## src/rtl/ram256_arb.sv

```systemverilog
// ram256_arb: sequencer/arbiter for one 256x8 registered-read RAM.
// After reset it optionally clears every location to CLEAR_VALUE, then
// arbitrates the single RAM port between three requesters:
//   vid : read-only, fixed top priority
//   cpu : read/write, round-robin against dma
//   dma : read/write, round-robin against cpu
// Ports:
//   clk, reset                      clock (RAM rclk/wclk tied to it), async active-high reset
//   vid_req/vid_addr                video read request; vid_ack/vid_rdata completion
//   cpu_req/cpu_we/cpu_addr/cpu_wdata  CPU request; cpu_ack/cpu_rdata completion
//   dma_req/dma_we/dma_addr/dma_wdata  DMA request; dma_ack/dma_rdata completion
//   ram_a/ram_i/ram_r/ram_w         RAM address, write data, read/write strobes
//   ram_o                           RAM registered read data
//   busy                            high while the clear is in progress
// Timing per transaction: grant at edge E0, strobes high E0..E1, ack and
// rdata at E2. A requester stays ineligible from its grant edge through
// its ack edge.
module ram256_arb #(
  parameter bit         CLEAR_ON_RESET = 1'b1,
  parameter logic [7:0] CLEAR_VALUE    = 8'h00
) (
  input  logic       clk,
  input  logic       reset,
  input  logic       vid_req,
  input  logic [7:0] vid_addr,
  output logic       vid_ack,
  output logic [7:0] vid_rdata,
  input  logic       cpu_req,
  input  logic       cpu_we,
  input  logic [7:0] cpu_addr,
  input  logic [7:0] cpu_wdata,
  output logic       cpu_ack,
  output logic [7:0] cpu_rdata,
  input  logic       dma_req,
  input  logic       dma_we,
  input  logic [7:0] dma_addr,
  input  logic [7:0] dma_wdata,
  output logic       dma_ack,
  output logic [7:0] dma_rdata,
  output logic [7:0] ram_a,
  output logic [7:0] ram_i,
  output logic       ram_r,
  output logic       ram_w,
  input  logic [7:0] ram_o,
  output logic       busy
);

  typedef enum logic {ST_CLEAR, ST_RUN} state_t;
  typedef enum logic [1:0] {SRC_VID, SRC_CPU, SRC_DMA} src_t;

  state_t     state, state_nxt;
  logic [7:0] clr_cnt;

  // outstanding flags: set at grant, cleared at the ack edge
  logic out_vid, out_cpu, out_dma;
  // 1: cpu wins the next cpu/dma tie
  logic rr_cpu;

  // issue stage (strobe cycle) and completion stage (ram_o valid cycle)
  logic s1_vld, s1_we;
  src_t s1_src;
  logic s2_vld, s2_we;
  src_t s2_src;

  logic       el_vid, el_cpu, el_dma;
  logic       gnt_any, gnt_we;
  src_t       gnt_src;
  logic [7:0] gnt_addr, gnt_wdata;

  always_comb begin
    el_vid    = vid_req & ~out_vid;
    el_cpu    = cpu_req & ~out_cpu;
    el_dma    = dma_req & ~out_dma;
    state_nxt = state;
    gnt_any   = 1'b0;
    gnt_we    = 1'b0;
    gnt_src   = SRC_VID;
    gnt_addr  = '0;
    gnt_wdata = '0;
    case (state)
      ST_CLEAR: begin
        if (clr_cnt == 8'hFF) state_nxt = ST_RUN;
      end
      ST_RUN: begin
        if (el_vid) begin
          gnt_any  = 1'b1;
          gnt_src  = SRC_VID;
          gnt_addr = vid_addr;
        end else if (el_cpu && (!el_dma || rr_cpu)) begin
          gnt_any   = 1'b1;
          gnt_src   = SRC_CPU;
          gnt_we    = cpu_we;
          gnt_addr  = cpu_addr;
          gnt_wdata = cpu_wdata;
        end else if (el_dma) begin
          gnt_any   = 1'b1;
          gnt_src   = SRC_DMA;
          gnt_we    = dma_we;
          gnt_addr  = dma_addr;
          gnt_wdata = dma_wdata;
        end
      end
      default: state_nxt = ST_CLEAR;
    endcase
  end

  always_ff @(posedge clk or posedge reset) begin
    if (reset) begin
      state     <= CLEAR_ON_RESET ? ST_CLEAR : ST_RUN;
      busy      <= CLEAR_ON_RESET;
      clr_cnt   <= '0;
      rr_cpu    <= 1'b1;
      out_vid   <= 1'b0;
      out_cpu   <= 1'b0;
      out_dma   <= 1'b0;
      s1_vld    <= 1'b0;
      s1_we     <= 1'b0;
      s1_src    <= SRC_VID;
      s2_vld    <= 1'b0;
      s2_we     <= 1'b0;
      s2_src    <= SRC_VID;
      ram_a     <= '0;
      ram_i     <= '0;
      ram_r     <= 1'b0;
      ram_w     <= 1'b0;
      vid_ack   <= 1'b0;
      cpu_ack   <= 1'b0;
      dma_ack   <= 1'b0;
      vid_rdata <= '0;
      cpu_rdata <= '0;
      dma_rdata <= '0;
    end else begin
      state   <= state_nxt;
      // busy drops one edge after the last clear write is launched,
      // i.e. at the edge that ends the write to location 255
      busy    <= (state == ST_CLEAR);
      ram_r   <= 1'b0;
      ram_w   <= 1'b0;
      vid_ack <= 1'b0;
      cpu_ack <= 1'b0;
      dma_ack <= 1'b0;
      s1_vld  <= 1'b0;

      if (state == ST_CLEAR) begin
        ram_w   <= 1'b1;
        ram_a   <= clr_cnt;
        ram_i   <= CLEAR_VALUE;
        clr_cnt <= clr_cnt + 8'd1;
      end

      if (gnt_any) begin
        s1_vld <= 1'b1;
        s1_we  <= gnt_we;
        s1_src <= gnt_src;
        ram_a  <= gnt_addr;
        if (gnt_we) begin
          ram_w <= 1'b1;
          ram_i <= gnt_wdata;
        end else begin
          ram_r <= 1'b1;
        end
        case (gnt_src)
          SRC_CPU: begin out_cpu <= 1'b1; rr_cpu <= 1'b0; end
          SRC_DMA: begin out_dma <= 1'b1; rr_cpu <= 1'b1; end
          default: out_vid <= 1'b1;
        endcase
      end

      s2_vld <= s1_vld;
      s2_we  <= s1_we;
      s2_src <= s1_src;

      if (s2_vld) begin
        case (s2_src)
          SRC_CPU: begin
            cpu_ack <= 1'b1;
            out_cpu <= 1'b0;
            if (!s2_we) cpu_rdata <= ram_o;
          end
          SRC_DMA: begin
            dma_ack <= 1'b1;
            out_dma <= 1'b0;
            if (!s2_we) dma_rdata <= ram_o;
          end
          default: begin
            vid_ack   <= 1'b1;
            out_vid   <= 1'b0;
            vid_rdata <= ram_o;
          end
        endcase
      end
    end
  end

endmodule

```

## config.mk

```make
export PLATFORM = sky130hd
export DESIGN_NAME = ram256_arb
export DESIGN_NICKNAME = d
export VERILOG_FILES = /design/src/rtl/ram256_arb.sv
export SDC_FILE = /design/constraint.sdc
export NUM_CORES = 1
export LEC_CHECK = 0
export ABC_AREA = 1
export BUFFER_PORTS_ARGS = -buffer_cell sky130_fd_sc_hd__buf_2
export CAP_MARGIN = 10
export CORE_UTILIZATION = 46
export CTS_CLUSTER_DIAMETER = 200
export DETAILED_ROUTE_END_ITERATION = 10
export GPL_TIMING_DRIVEN = 0
export PLACE_DENSITY = 0.79
export RECOVER_POWER = 25
export SYNTH_ARGS = -nofsm -noshare
export SYNTH_HDL_FRONTEND = slang
export SYNTH_SLANG_ARGS = --single-unit
```

## constraint.sdc

```tcl
create_clock -name clk -period 1.7 [get_ports clk]
set_input_delay 0.17 -clock clk [delete_from_list [all_inputs] [get_ports clk]]
set_output_delay 0.17 -clock clk [all_outputs]
set_load 0.01 [all_outputs]
```

# Yosys cells after proc, flatten, opt, wreduce, memory -nomap -nowiden
# Index checks and enable logic that the tools add are counted.
# totals
ff_bits	67
wordCells	101
output_inout_bits	46
# op_classes
n_reduce_logical	10
n_addsub	1
bitwise	9
eq_ne	6
n_mux	52
# ops
cell	count
2-to-1 mux 8 bit	13
2-to-1 mux 1 bit	34
adder 8 x 1 -> 8 bit, second input constant	1
equality test 8 bit, second input constant	1
2-to-1 mux 2 bit	4
inverter 1 bit	6
AND reduction 3 bit	2
equality test 2 x 1 -> 1 bit, second input constant	2
equality test 2 bit, second input constant	2
AND reduction 2 bit	2
OR reduction 2 bit	2
AND 1 bit	3
!= test 2 x 1 -> 1 bit, second input constant	1
one-hot mux 1 bit (2 select lines)	1
nonzero test 2 bit	1
logical AND 1 bit	1
zero test 1 bit	1
logical OR 1 bit	1

# Depth between registers and ports, before layout
# Gate-level depths: netlist of run 1.
# depth
word_depth	14
depth_mapped	10
depth_no_buf	9

# Worst setup path after synthesis of run 1
# OpenSTA, ideal clock, no wires.
# synth_path
kind	reg2reg
start	reg rr_cpu
end	reg rr_cpu
path_stages_with_launch	10
n_path_buf	1
path_slack_ns	0.025
t_arrival_ns	1.592
setup_time_ns	0.083
synth_period_minus_slack_ns	1.675
required_ns	1.617
cell_sequence	dfstp_2 -> inv_1 -> nand3_2 -> nand2_2 -> buf_6 -> nor2_4 -> inv_1 -> ha_1 -> o21ai_0 -> o21ai_1
# synth_via
elab_chain_cells	8
elab_cells_between_ends	13
# synth_rtl
element	line	text
from (decl)	57	logic rr_cpu;
from (signal assigned)	112	rr_cpu <= 1'b1;
from (signal assigned)	163	SRC_CPU: begin out_cpu <= 1'b1; rr_cpu <= 1'b0; end
from (signal assigned)	164	SRC_DMA: begin out_dma <= 1'b1; rr_cpu <= 1'b1; end
logical OR 1 bit (*)	89	end else if (el_cpu && (!el_dma || rr_cpu)) begin
logical AND 1 bit (*)	89	
2-to-1 mux 2 bit (*)	89	
2-to-1 mux 2 bit (*)	85	if (el_vid) begin
2-to-1 mux 2 bit (*)	80	case (state)
via gnt_src[0]	67	src_t gnt_src;
equality test 2 bit or equality test 2 x 1 -> 1 bit (tied branches)	162	case (gnt_src)
nonzero test 2 bit (no line)	n/a	
AND reduction 2 bit (no line)	n/a	
# The timed path passes the listed nets; every way through them passes the cells marked *.
# A chain may end at the register's enable or synchronous reset.

# Final worst setup path of run 1
# Same ends and word-level chain as after synthesis.

==> results of run 1 <==
## logic make-up (layout without fill, tap and decap cells)
kind of cell | after synthesis | in the layout
and+or+nand+nor | 208 | 208
buffers and inverters | 83 | 208
DFF | 67 | 67
AOI/OAI and AO/OA | 43 | 43
adders and majority gates | 5 | 5
xor gates and xnor gates | 4 | 4
## power breakdown
group	internal [mW]	leakage [nW]	switching, mW
Combinational	0.0549	1.49	0.0681
Sequential	1.60	0.756	0.000771
Clock	0.687	0.104	0.647
## registers in the layout, indices dropped and copies added, names as in the netlist, 2 cells and up
register / cells
clr_cnt: 8
ram_a: 8
dma_rdata: 8
s1_src: 2
s2_src: 2
ram_i: 8
cpu_rdata: 8
vid_rdata: 8
## placed cells by master, fill, tap and decap left out, types with 3 or more instances in the layout
master | netlist | layout
sky130_fd_sc_hd__buf_6 | 3 | 3
sky130_fd_sc_hd__o21ai_0 | 28 | 28
sky130_fd_sc_hd__nor2_2 | 2 | 3
sky130_fd_sc_hd__clkbuf_1 | 4 | 30
sky130_fd_sc_hd__ha_1 | 5 | 4
sky130_fd_sc_hd__dfrtp_1 | 65 | 65
sky130_fd_sc_hd__inv_1 | 67 | 65
sky130_fd_sc_hd__inv_2 | 4 | 5
sky130_fd_sc_hd__nand2_1 | 128 | 128
sky130_fd_sc_hd__clkbuf_8 | 0 | 9
sky130_fd_sc_hd__nor2_1 | 33 | 32
sky130_fd_sc_hd__nand3_1 | 32 | 32
sky130_fd_sc_hd__buf_2 | 1 | 73
sky130_fd_sc_hd__nand2_4 | 4 | 5
sky130_fd_sc_hd__a21oi_1 | 9 | 9
sky130_fd_sc_hd__buf_4 | 4 | 12
sky130_fd_sc_hd__xor2_1 | 4 | 4
## synthesized netlist by cell type (3+ instances only)
library cell	n
sky130_fd_sc_hd__o21ai_0	28
sky130_fd_sc_hd__inv_1	67
sky130_fd_sc_hd__xor2_1	4
sky130_fd_sc_hd__ha_1	5
sky130_fd_sc_hd__nand2_1	128
sky130_fd_sc_hd__nand2_4	4
sky130_fd_sc_hd__nand3_1	32
sky130_fd_sc_hd__inv_2	4
sky130_fd_sc_hd__clkbuf_1	4
sky130_fd_sc_hd__buf_4	4
sky130_fd_sc_hd__buf_6	3
sky130_fd_sc_hd__nor2_1	33
sky130_fd_sc_hd__dfrtp_1	65
sky130_fd_sc_hd__a21oi_1	9
sky130_fd_sc_hd__nand2_2	3
## through the flow
| stage | std cells | setup slack [ns] | setup TNS (ns) |
|---|---|---|---|
| after floorplan | 410 | 0.0248 | 0 |
| after global placement | 606 | -0.0847 | -0.103 |
| after detailed placement | 607 | -0.131 | -0.198 |
| after CTS | 625 | 0.000747 | 0 |
| after global routing | 631 | 0.0120 | 0 |
| final | 631 | 0.0708 | 0 |
## worst max-delay path, cell delays in order, from the launching register on
cell and delay (ns):
sky130_fd_sc_hd__dfstp_2 0.53, sky130_fd_sc_hd__inv_1 0.06, sky130_fd_sc_hd__nand3_4 0.11, sky130_fd_sc_hd__nand2_4 0.08
sky130_fd_sc_hd__buf_6 0.15, sky130_fd_sc_hd__nor2_4 0.09, sky130_fd_sc_hd__inv_2 0.06, sky130_fd_sc_hd__ha_4 0.24
sky130_fd_sc_hd__o21ai_0 0.15, sky130_fd_sc_hd__o21ai_1 0.09
## repair_timing
| item | 4_1_cts | 5_1_grt |
|---|---|---|
| setup endpoints to repair | 2 | 15 |
| setup buffers | 1 | 7 |
| hold buffers | 1 | 0 |
| gates resized for setup | 2 | 5 |
| hold endpoints to repair | 33 | 0 |
| pin swaps | 1 | 1 |
## how the worst max path moves through the flow
stage / slack, ns / to / cells after the start
after floorplan: 0.02 / rr_cpu / 9
after global placement: -0.08 / rr_cpu / 9
after global routing: 0.01 / rr_cpu / 9
final: 0.07 / rr_cpu / 9
after CTS: 0.0007 / rr_cpu / 9
after detailed placement: -0.13 / rr_cpu / 9
## cell type report
class / instances / share of cell area
Sequential cell: 67 / 0.402
Clock inverter: 7 / 0.0180
Inverter: 71 / 0.0647
Multi-Input combinational cell: 260 / 0.304
Clock buffer: 9 / 0.0297
Buffer: 11 / 0.0195
Timing Repair Buffer: 110 / 0.133
Tap cell: 96 / 0.0288
## metal layers
metal	wire [um]	part of all wire	vias to the layer above
met3	377	0.049	11
met2	3800	0.49	74
met1	3440	0.44	1387
met5	0	0	-
met4	108	0.014	0
li1	-	-	1490
==> impl_summary.md, run 1 <==
Run status
The flow ran to the end, and the final reports show no timing, DRC or antenna violations.

Timing
Across all hold checks on the routed design, the worst slack comes to 0.103 ns. The final number of hold-violating endpoints is 0. Of the available clock period, the critical path in the final layout requires 0.958. The highest clock frequency the design can meet is 614 MHz. The count of pins over their slew limit is 0.

The minimum clock period is 1.63 ns. Setup violations remaining at the end of the flow were counted as 0. Measured against its own limit, the worst slew margin works out to 0.491. The clock skew is 0.0101 ns.

Setup repair after global routing left no endpoint under its margin. For the pin with the worst max-slew slack, the measured transition is 0.762 ns.

Floorplan
The initial cell density of the core is 0.479. The die width is 86.3 um. The area of the placeable core is 6830 um^2. The I/O pin count is 101.

The die span in y is 86.3 um. The site row count is 30. The area of the die is 7450 um^2.

Synthesis
The number of instances in the synthesized netlist is 410. The most area-hungry cell type in the Yosys netlist is sky130_fd_sc_hd__dfrtp_1. By area the synthesized netlist is led by sky130_fd_sc_hd__dfrtp_1, sky130_fd_sc_hd__nand2_1, sky130_fd_sc_hd__inv_1, sky130_fd_sc_hd__nand3_1, sky130_fd_sc_hd__o21ai_0.

The top-area cell type share of the netlist area is 0.497. Of the total synthesized cell area, the portion taken by AND, OR, NAND and NOR gates is 0.278. The compound-gate portion of the synthesized area is 0.0719. Of the total synthesized cell area, the portion taken by XOR and XNOR cells is 0.0107. The most frequently used flop master after synthesis is sky130_fd_sc_hd__dfrtp_1. The number of warning messages in the yosys log is 0. The portion of netlist area occupied by mux cells is 0. After synthesis the netlist holds a flip-flop and latch count of 67. In this run, synthesis inferred 0 flip-flops with an integrated enable. Summing every instance area after synthesis gives 3270 um^2. For this run, the register share of the synthesized area comes to 0.513. The share of flip-flops with an asynchronous set or reset after synthesis is 1.00. The dominant combinational cell family by area after synthesis is simple AND/OR/NAND/NOR gates. The post-synthesis adder-cell area fraction is 0.0191. Dividing the synthesized area by the synthesized cell count gives 7.98 um^2. The unique cell type count in the Yosys netlist is 27. The total nets after synthesis is 470.

GRT
For this run, the total global-route usage over all layers was measured as 0.218. The maximum number of pins on one net before global-route repair is 36. The initial antenna violation count came to 0. The via count of the first global-routing pass was 2755. In the global route stage, met2 resource usage came out at 0.341. The final global-route overflow total is 0.

The layer flagged by global routing as most heavily used is met2. The first global-routing pass estimated 12.5 mm of wire. The global-route met3 utilization is 0.0533.

The global-route met1 utilization is 0.296.

Finish
The layout net count is 590. The antenna diode instance count is 0. After filler insertion, the fill cell instance count of the layout stands at 652.

The synthesis-to-layout area growth is 27.6%. Summing all flip-flop and latch instances after layout gives 1680 um^2. The ratio of cells with drive above 1 in the final layout is 0.247. After routing the design area is 4180 um^2.

For this run, the share of the core covered by cells in the final layout is 0.611. The area taken by multi-input logic gates is 1270 um^2.

Setup path
The category of the worst setup path capture point is a flip-flop. The critical path in this run is classified as reg2reg. The arrival time reported for the critical path endpoint is 1.90 ns. Tracing the worst setup path back leads to its startpoint at rr_cpu. The number of cell instances on the worst register-to-register path is 9.

The peak fanout along the critical path is 10. For the worst setup path, the data required time is 1.97 ns. In this run the critical register-to-register path is captured at rr_cpu. The type of origin of the critical path is a flip-flop. The register-to-register path setup slack is 0.07 ns. The startpoint identified for the worst register-to-register timing path is rr_cpu.

Place
The placed wire-length estimate after detailed placement is 5.72 mm. At the end of routability-driven placement, the weighted congestion stood at 0.850. The count of buffers from port buffering is 100. The placed standard-cell area is 3920 um^2.

Min path
The path class of the tightest hold or removal check is in2reg. The start point of the worst min-delay path is ram_o[1]. The number of cells traversed by the worst hold path is 3. The endpoint with the worst hold slack is cpu_rdata[1].

Routing
The average wire per cell in the routed design is 12.2 um. After detailed routing, the total wire length is 7.73 mm. The detail route stage leaves a number of antenna-violating nets equal to 0. Before antenna repair, the detailed router went through 4 iterations. The per-cell via count in the routed design is 4.69.

The via count is 2962. The number of remaining DRC errors is 0. The count of routing violations after the opening detailed-route iteration is 170.

Clock tree
The source-to-sink clock delay at the later pin of the worst-skew pair is 0.35 ns. The TritonCTS clock tree is yes. The root buffer selected by CTS is sky130_fd_sc_hd__clkbuf_8.

For this design, the sink count on the clock tree is 67. The register clock-pin slew on the reported worst setup and hold paths is 0.08 ns. The longest clock path from root to sink contains 2 buffers. CTS built an H-tree with a depth of 3. TritonCTS created 9 clock buffers.

Job
The tool flagged a number of max-cap violations equal to 0.

Pwr
The power per standard cell area is 731 nW/um^2. The post-layout total power is 3.05 mW. The total leakage power is 2.36 nW. The largest vdd supply drop is 449 uV.
Note: power is estimated with default switching activity, not from simulation.
==> run 2: changes to the inputs <==
CORE_UTILIZATION = 51   (was 46)
PLACE_DENSITY = 0.83   (was 0.79)
clock period = 1.69 ns   (was 1.7 ns; I/O delays follow)
==> run 2 against run 1 <==
Effect of this change:
- wire length is essentially flat
- design area shrank 1.4%
- combinational power is essentially flat
- clock skew shrank 0.0015 ns
- clock-buffer cell count grew 2
- clock power shrank 7%
- setup slack lost 0.026 ns
- sequential share of layout area grew 0.57 points
- cell count shrank 4.3%
- total power shrank 2.8%
- register-to-register slack lost 0.03 ns
==> impl_summary.md, run 2 (same netlist as run 1, synthesis figures left out) <==
Clock tree
The TritonCTS clock tree is yes. The root buffer cell chosen for the clock tree is sky130_fd_sc_hd__clkbuf_8. The number of buffers on the longest clock path came to 2 (unchanged). The register clock-pin slew on the reported worst setup and hold paths was 0.08 ns (about the same). The number of CTS-inserted buffers is 9 (unchanged). The number of sinks driven by the clock tree is 67 (unchanged). The depth of the CTS H-tree is 3 (unchanged). The source-to-sink clock delay at the later pin of the worst-skew pair is 0.33 ns (-0.02 ns).

Timing
The clock skew was 0.00857 ns (-0.00155 ns). The setup-violating endpoint count in the final report is 0 (unchanged). The final number of hold-violating endpoints came to 0 (unchanged).

The worst path setup slack after routing was 0.0446 ns (-0.0262 ns). The post-route fraction of the period consumed by the critical path came to 0.974 (+0.0152). The headroom to the max-slew limit is 0.275 (-0.216).

The highest clock frequency the design can meet is 608 MHz (-0.98%). The minimum clock period was 1.65 ns (+0.0162 ns). The count of pins over their slew limit is 0 (unchanged). The measured slew at the worst slew-check pin is 1.08 ns (+0.319 ns).

The setup TNS after final layout is 0 ns (unchanged).

Place
The final weighted congestion in routability-driven placement came to 0.848 (-0.25%). The placed wire-length estimate after detailed placement came to 5.73 mm (+0.23%). The count of buffers from port buffering is 100 (unchanged). The number of cells in the design after placement was 586 (-3.5%).

The worst setup slack before clock tree synthesis is -0.168 ns (-0.0361 ns).

Pwr
The total leakage power is 2.35 nW (-0.15%). The largest vdd supply drop is 556 uV (+24%). The post-layout total power was 2.97 mW (-2.8%). The power per standard cell area is 721 nW/um^2 (-1.4%).

Finish
Relative to the synthesized area, the layout overhead comes to 25.8%. In the layout the commonest cells are sky130_fd_sc_hd__nand2_1, sky130_fd_sc_hd__buf_2, sky130_fd_sc_hd__inv_1, sky130_fd_sc_hd__dfrtp_1. The layout filler cell count is 513 (-21%). The layout net count was 584 (-1.0%).

The most frequent standard cell in the layout excluding fill and tap cells is sky130_fd_sc_hd__nand2_1. The antenna diode instance count is 0 (unchanged). The ratio of cells with drive above 1 in the final layout is 0.267 (+0.0198). The final cell count without fillers is 604 (-4.3%).

Routing
The per-cell via count in the routed design is 4.86 (+3.6%). The average wire per cell in the routed design is 12.8 um (+4.5%). The number of remaining DRC errors is 0 (unchanged).

The number of nets still failing antenna checks after routing is 0 (unchanged). The count of routing violations after the opening detailed-route iteration came to 208 (+22%). The first-pass iteration count of the detailed router came to 4 (unchanged). The via count is 2937 (-0.84%).

The final wirelength is 7.73 mm (about the same).

Min path
The number of cells traversed by the worst hold path came to 3 (unchanged). The startpoint identified for the worst hold timing path is ram_o[5]. The path category of the worst min-delay check is in2reg. For hold timing, the worst endpoint is cpu_rdata[5].

GRT
The maximum number of pins on one net before global-route repair was 45 (+25%). The first-pass GRT wire length came to 12.6 mm (+0.55%). The final global-route overflow total is 0 (unchanged). The via count of the first global-routing pass is 2765 (+0.36%). The initial antenna violation count came to 0 (unchanged). The all-layer global routing usage is 0.250 (+0.0323).

Floorplan
The area of the die is 6740 um^2 (-9.6%). The die width is 82.1 um (-4.9%). The die span in y came to 82.1 um (-4.9%). The site row count is 28 (-6.7%). The initial cell density of the core is 0.540 (+0.0609). The I/O pin count is 101 (unchanged). The area of the placeable core came to 6060 um^2 (-11%).

Setup path
The capture instance of the worst register-to-register path is rr_cpu. The peak fanout along the critical path came to 10 (unchanged). The arrival time reported for the critical path endpoint came to 1.91 ns (about the same). The worst setup path startpoint is out_cpu. The worst setup path is captured at a flip-flop.

The worst setup path is launched from a flip-flop. The required arrival time at the worst endpoint is 1.95 ns (-0.02 ns). The register-to-register path setup slack is 0.04 ns (-0.03 ns). The critical path is of the reg2reg type. The number of cell instances on the worst register-to-register path is 8 (-1). The startpoint identified for the worst register-to-register timing path is out_cpu.

Job
The count of max-cap constraint violations is 0 (unchanged).

Run status
The run finished with clean final reports.
## run 2: cell count changes in the layout (fill, tap and decap cells not counted), sizes merged
cell,delta
clkinvlp,+3
inv,-1
clkbuf,-14
buf,+10
clkinv,-3
bufinv,-1
## run 2: how the worst max path moves through the flow
stage | cells after the start | slack, ns | to
floorplan | 9 | 0.01 | rr_cpu
global placement | 9 | -0.09 | rr_cpu
detailed placement | 9 | -0.17 | rr_cpu
CTS | 9 | 0.006 | rr_cpu
global route | 9 | -0.003 | out_cpu
finish | 8 | 0.04 | rr_cpu
## run 2: area by class of cell
cell class,instances,area [um^2],share of cell area
plain buffers,10,76.3,0.0185
clock buffers,11,151,0.0368
clock inverters,5,36.3,0.00881
inverters,71,268,0.0650
multi-input cells,260,1270,0.310
flip-flops and latches,67,1680,0.408
well taps,75,93.8,0.0228
repair buffers,105,537,0.130
## run 2: report_power, final
| part | internal [mW] | leakage [nW] | switching, mW |
|---|---|---|---|
| sequential | 1.60 | 0.756 | 0.000801 |
| combinational | 0.0555 | 1.51 | 0.0681 |
| clock | 0.615 | 0.0880 | 0.623 |
| total | 2.28 | 2.35 | 0.692 |
## run 2: per-stage QoR
step / utilization / hold WS, ns / area (um^2)
after global routing: 0.679 / 0.115 / 4120
after floorplan: - / 0.319 / 3280
after global placement: 0.639 / 0.336 / 3870
after detailed placement: 0.642 / 0.248 / 3890
final: 0.679 / 0.120 / 4120
after CTS: 0.680 / 0.102 / 4120
## run 2: what timing repair did
action                                  4_1_cts  5_1_grt
endpoints found under the setup margin        2       16
hold buffers                                  1        0
setup buffers                                 1        2
endpoints found under the hold margin        22        0
resized for setup                             3        3
pin swaps                                     1        1
## run 2: routing by layer
layer,up-vias,wire [um],GRT usage
met4,0,108,0.0842
met1,1371,3300,0.326
li1,1471,-,-
met3,8,366,0.0604
met5,-,0,0
met2,87,3950,0.407
## run 2: critical path: stages, from the launching register on
cell and delay [ns]:
sky130_fd_sc_hd__dfrtp_1 0.41, sky130_fd_sc_hd__nor2_4 0.26, sky130_fd_sc_hd__nand2_4 0.11, sky130_fd_sc_hd__buf_6 0.15, sky130_fd_sc_hd__nor2_4 0.11, sky130_fd_sc_hd__inv_2 0.06
sky130_fd_sc_hd__ha_4 0.24, sky130_fd_sc_hd__o21ai_0 0.15, sky130_fd_sc_hd__o21ai_1 0.08
==> run 3: changes to the inputs <==
ABC_AREA = default   (was 1)
CORE_UTILIZATION = 50   (was 51)
GPL_TIMING_DRIVEN = default   (was 0)
==> run 3 against run 2 <==
Effect of this change:
- via count fell by 23%
- setup slack got worse by 0.011 ns
- wire length fell by 18%
- critical path type unchanged
==> impl_summary.md, run 3 <==
Min path
The number of cells traversed by the worst hold path was 2 (-1). The worst hold path belongs to the class in2reg. The endpoint with the worst hold slack is dma_rdata[2]. The start point of the worst min-delay path is ram_o[2].

Setup path
The category of the worst setup path capture point is a flip-flop. The required arrival time at the worst endpoint is 1.95 ns (about the same). The critical path's largest stage delay is 0.41 ns (about the same). The arrival time reported for the critical path endpoint is 1.91 ns (about the same). The type of origin of the critical path is a flip-flop.

The number of cell instances on the worst register-to-register path is 6 (-2). The critical path in this run is classified as reg2reg. The cell type of the slowest stage on the worst timing path is sky130_fd_sc_hd__dfrtp_1. The signal on the critical path passes through nor2b_4 > o21a_1 > nand2_1 > ha_1 > nor2_1 > mux2_2. The capture instance of the worst register-to-register path is rr_cpu.

The peak fanout along the critical path is 3 (-7). The worst path buffer plus inverter count is 0 (-2). The startpoint identified for the worst register-to-register timing path is out_cpu. Grouping stages by cell kind, the critical path spends the most delay in flip-flops.

The worst setup path startpoint is out_cpu. The register-to-register path setup slack is 0.03 ns (about the same).

Synthesis
The number of warning messages in the yosys log is 0 (unchanged). The share of flip-flops with an asynchronous set or reset after synthesis came to 1.00 (unchanged). The unique cell type count in the Yosys netlist was 37 (+37%). The post-synthesis average cell area is 12.5 um^2 (+57%). Yosys attributes the largest share of cell area to sky130_fd_sc_hd__dfrtp_1, sky130_fd_sc_hd__mux2_2, sky130_fd_sc_hd__a22oi_1, sky130_fd_sc_hd__nand2_1, sky130_fd_sc_hd__mux2i_1. The most area-hungry cell type in the Yosys netlist is sky130_fd_sc_hd__dfrtp_1. The total standard cell area after synthesis came to 2910 um^2 (-11%). The post-synthesis sequential element count was 67 (unchanged).

The top-area cell type share of the netlist area is 0.559 (+0.0622). The number of instances in the synthesized netlist came to 232 (-43%). The total nets after synthesis came to 292 (-38%). The commonest cells after synthesis are sky130_fd_sc_hd__dfrtp_1, sky130_fd_sc_hd__mux2_2, sky130_fd_sc_hd__nand2_1. The sequential fraction of the synthesis area is 0.577 (+0.0643).

The most frequently used flop master after synthesis is sky130_fd_sc_hd__dfrtp_1. The most numerous cell in the Yosys netlist is sky130_fd_sc_hd__dfrtp_1. The number of flops mapped to enable cells by yosys is 0 (unchanged).

Pwr
The relative contribution of combinational cells to total power is 0.084 (+0.042). The sequential share of power is 0.544 (+0.003). The clock power share is 0.371 (-0.046). The power per standard cell area is 803 nW/um^2 (+11%).

The total leakage power is 1.87 nW (-20%). The total internal power is 2.28 mW (+0.37%). The net switching power figure is 0.756 mW (+9.1%). The switching fraction of total power is 0.249 (+0.0153). The largest vdd supply drop is 464 uV (-17%).

Timing
Setup repair after global routing could not meet its margin everywhere. The final number of hold-violating endpoints is 0 (unchanged). The measured slew at the worst slew-check pin was 0.880 ns (-0.201 ns).

The setup TNS after final layout is 0 ns (unchanged). The highest clock frequency the design can meet is 604 MHz (-0.64%). The clock skew was 0.00716 ns (-0.00142 ns). The post-route fraction of the period consumed by the critical path is 0.980 (+0.00631). The minimum clock period was 1.66 ns (+0.0107 ns).

The count of pins over their slew limit is 0 (unchanged). The worst path setup slack after routing is 0.0339 ns (-0.0107 ns). The headroom to the max-slew limit is 0.413 (+0.138). The setup-violating endpoint count in the final report is 0 (unchanged).

Routing
The met2 routed wirelength is 2.91 mm (-27%). The final wirelength is 6.34 mm (-18%). The first-pass iteration count of the detailed router is 4 (unchanged).

The via count is 2258 (-23%). The count of routing violations after the opening detailed-route iteration is 96 (-54%). The per-cell via count in the routed design came to 5.29 (+8.7%). The number of nets still failing antenna checks after routing is 0 (unchanged). After detailed routing, no signal wire sits above met4. The average wire per cell in the routed design is 14.8 um (+16%). The number of remaining DRC errors came to 0 (unchanged). The routed length on met3 is 473 um (+29%). The sum of routed wire segments on met1 is 2.86 mm (-13%).

Floorplan
The die span in y is 78.3 um (-4.7%). The initial cell density of the core came to 0.525 (-0.0150). The area of the placeable core came to 5540 um^2 (-8.6%). The I/O pin count is 101 (unchanged). The area of the die is 6120 um^2 (-9.1%). The site row count is 27 (-3.6%). The die width is 78.3 um (-4.7%).

Run status
The run finished with clean final reports.

Finish
The ratio of cells with drive above 1 in the final layout came to 0.482 (+0.215). Leaving out fill and tap cells, the most frequent cell in the layout is sky130_fd_sc_hd__buf_2. The synthesis-to-layout area growth is 30.2%. The antenna diode instance count is 0 (unchanged). The library cells used most frequently in the layout, excluding fill and tap cells, are sky130_fd_sc_hd__buf_2, sky130_fd_sc_hd__dfrtp_1, sky130_fd_sc_hd__mux2_2. The layout net count is 410 (-30%).

Place
The worst setup slack before clock tree synthesis is 0.00836 ns (+0.176 ns). The placed wire-length estimate after detailed placement came to 4.64 mm (-19%). The count of buffers from port buffering is 100 (unchanged).

The final weighted congestion in routability-driven placement is 0.824 (-2.8%).

GRT
The first-pass GRT wire length is 10.5 mm (-17%). The maximum number of pins on one net before global-route repair came to 38 (-16%). The final global-route overflow total is 0 (unchanged).

The via count of the first global-routing pass is 2230 (-19%). The all-layer global routing usage was 0.224 (-0.0256). The initial antenna violation count was 0 (unchanged).

Clock tree
The source-to-sink clock delay at the later pin of the worst-skew pair was 0.33 ns (about the same). The number of CTS-inserted buffers is 9 (unchanged). The register clock-pin slew on the reported worst setup and hold paths is 0.07 ns (about the same). In this run the clock root is driven by a sky130_fd_sc_hd__clkbuf_8. The TritonCTS clock tree is yes.

The number of buffers on the longest clock path is 2 (unchanged). The depth of the CTS H-tree is 3 (unchanged). The number of sinks driven by the clock tree was 67 (unchanged). The total setup buffers inserted after CTS is 0 (-1).

Job
The count of max-cap constraint violations is 0 (unchanged).
run 3: layout make-up:
type,count,area (um^2)
clock buffers,9,124
clock inverters,7,45.0
fillers,448,1750
inverters,9,37.5
multi-input cells,143,1130
flip-flops and latches,67,1680
well taps,72,90.1
repair buffers,120,676
run 3: kinds of logic after synthesis:
group / share of synthesized area
AO/OA/AOI/OAI: 0.128
XOR/XNOR: 0.0211
adder cells (fa/ha/maj): 0.0215
buffers and inverters: 0.0400
flip-flops: 0.577
multiplexers: 0.128
AND/OR/NAND/NOR: 0.0835
run 3: worst register-to-register path: stages (launching register included):
cell,delay (ns)
sky130_fd_sc_hd__dfrtp_1,0.41
sky130_fd_sc_hd__nor2b_4,0.18
sky130_fd_sc_hd__o21a_1,0.18
sky130_fd_sc_hd__nand2_1,0.08
sky130_fd_sc_hd__ha_1,0.29
sky130_fd_sc_hd__nor2_1,0.10
sky130_fd_sc_hd__mux2_2,0.34
run 3: power groups by stage:
stage,sequential [mW],clock (mW),combinational [mW]
6_report,1.65,1.13,0.256
5_1_grt,1.66,1.23,0.285
4_1_cts,1.65,1.16,0.257
3_5_place_dp,1.69,0,0.255
3_3_place_gp,1.68,0,0.248
2_1_floorplan,1.70,0,0.117
run 3: layer usage:
| layer | up-vias | GRT usage |
|---|---|---|
| li1 | 1058 | - |
| met1 | 1088 | 0.296 |
| met2 | 103 | 0.342 |
| met3 | 9 | 0.0593 |
| met4 | 0 | 0.113 |
| met5 | - | 0 |
run 3: worst max-delay path by stage:
stage,slack [ns],depth (start not counted),to
after CTS,0.002,6,s1_we
after detailed placement,0.008,6,s1_we
after global placement,0.05,6,s1_we
after global routing,-0.06,6,rr_cpu
after floorplan,-0.16,8,rr_cpu
final,0.03,6,rr_cpu
run 3: stage by stage:
step / util / power, mW / std cells / cell area, um^2 / hold WS [ns]
2_1_floorplan: - / 1.82 / 232 / 2940 / 0.319
3_3_place_gp: 0.650 / 1.93 / 410 / 3600 / 0.300
3_5_place_dp: 0.650 / 1.94 / 410 / 3600 / 0.302
4_1_cts: 0.682 / 3.07 / 427 / 3780 / 0.0751
5_1_grt: 0.683 / 3.17 / 427 / 3790 / 0.0824
6_report: 0.683 / 3.04 / 427 / 3790 / 0.0876
run 3: what timing repair did:
item                                    4_1_cts  5_1_grt
hold endpoints to repair                     65        0
resized for setup                             0        3
hold buffers                                  1        0
endpoints found under the setup margin        0       12
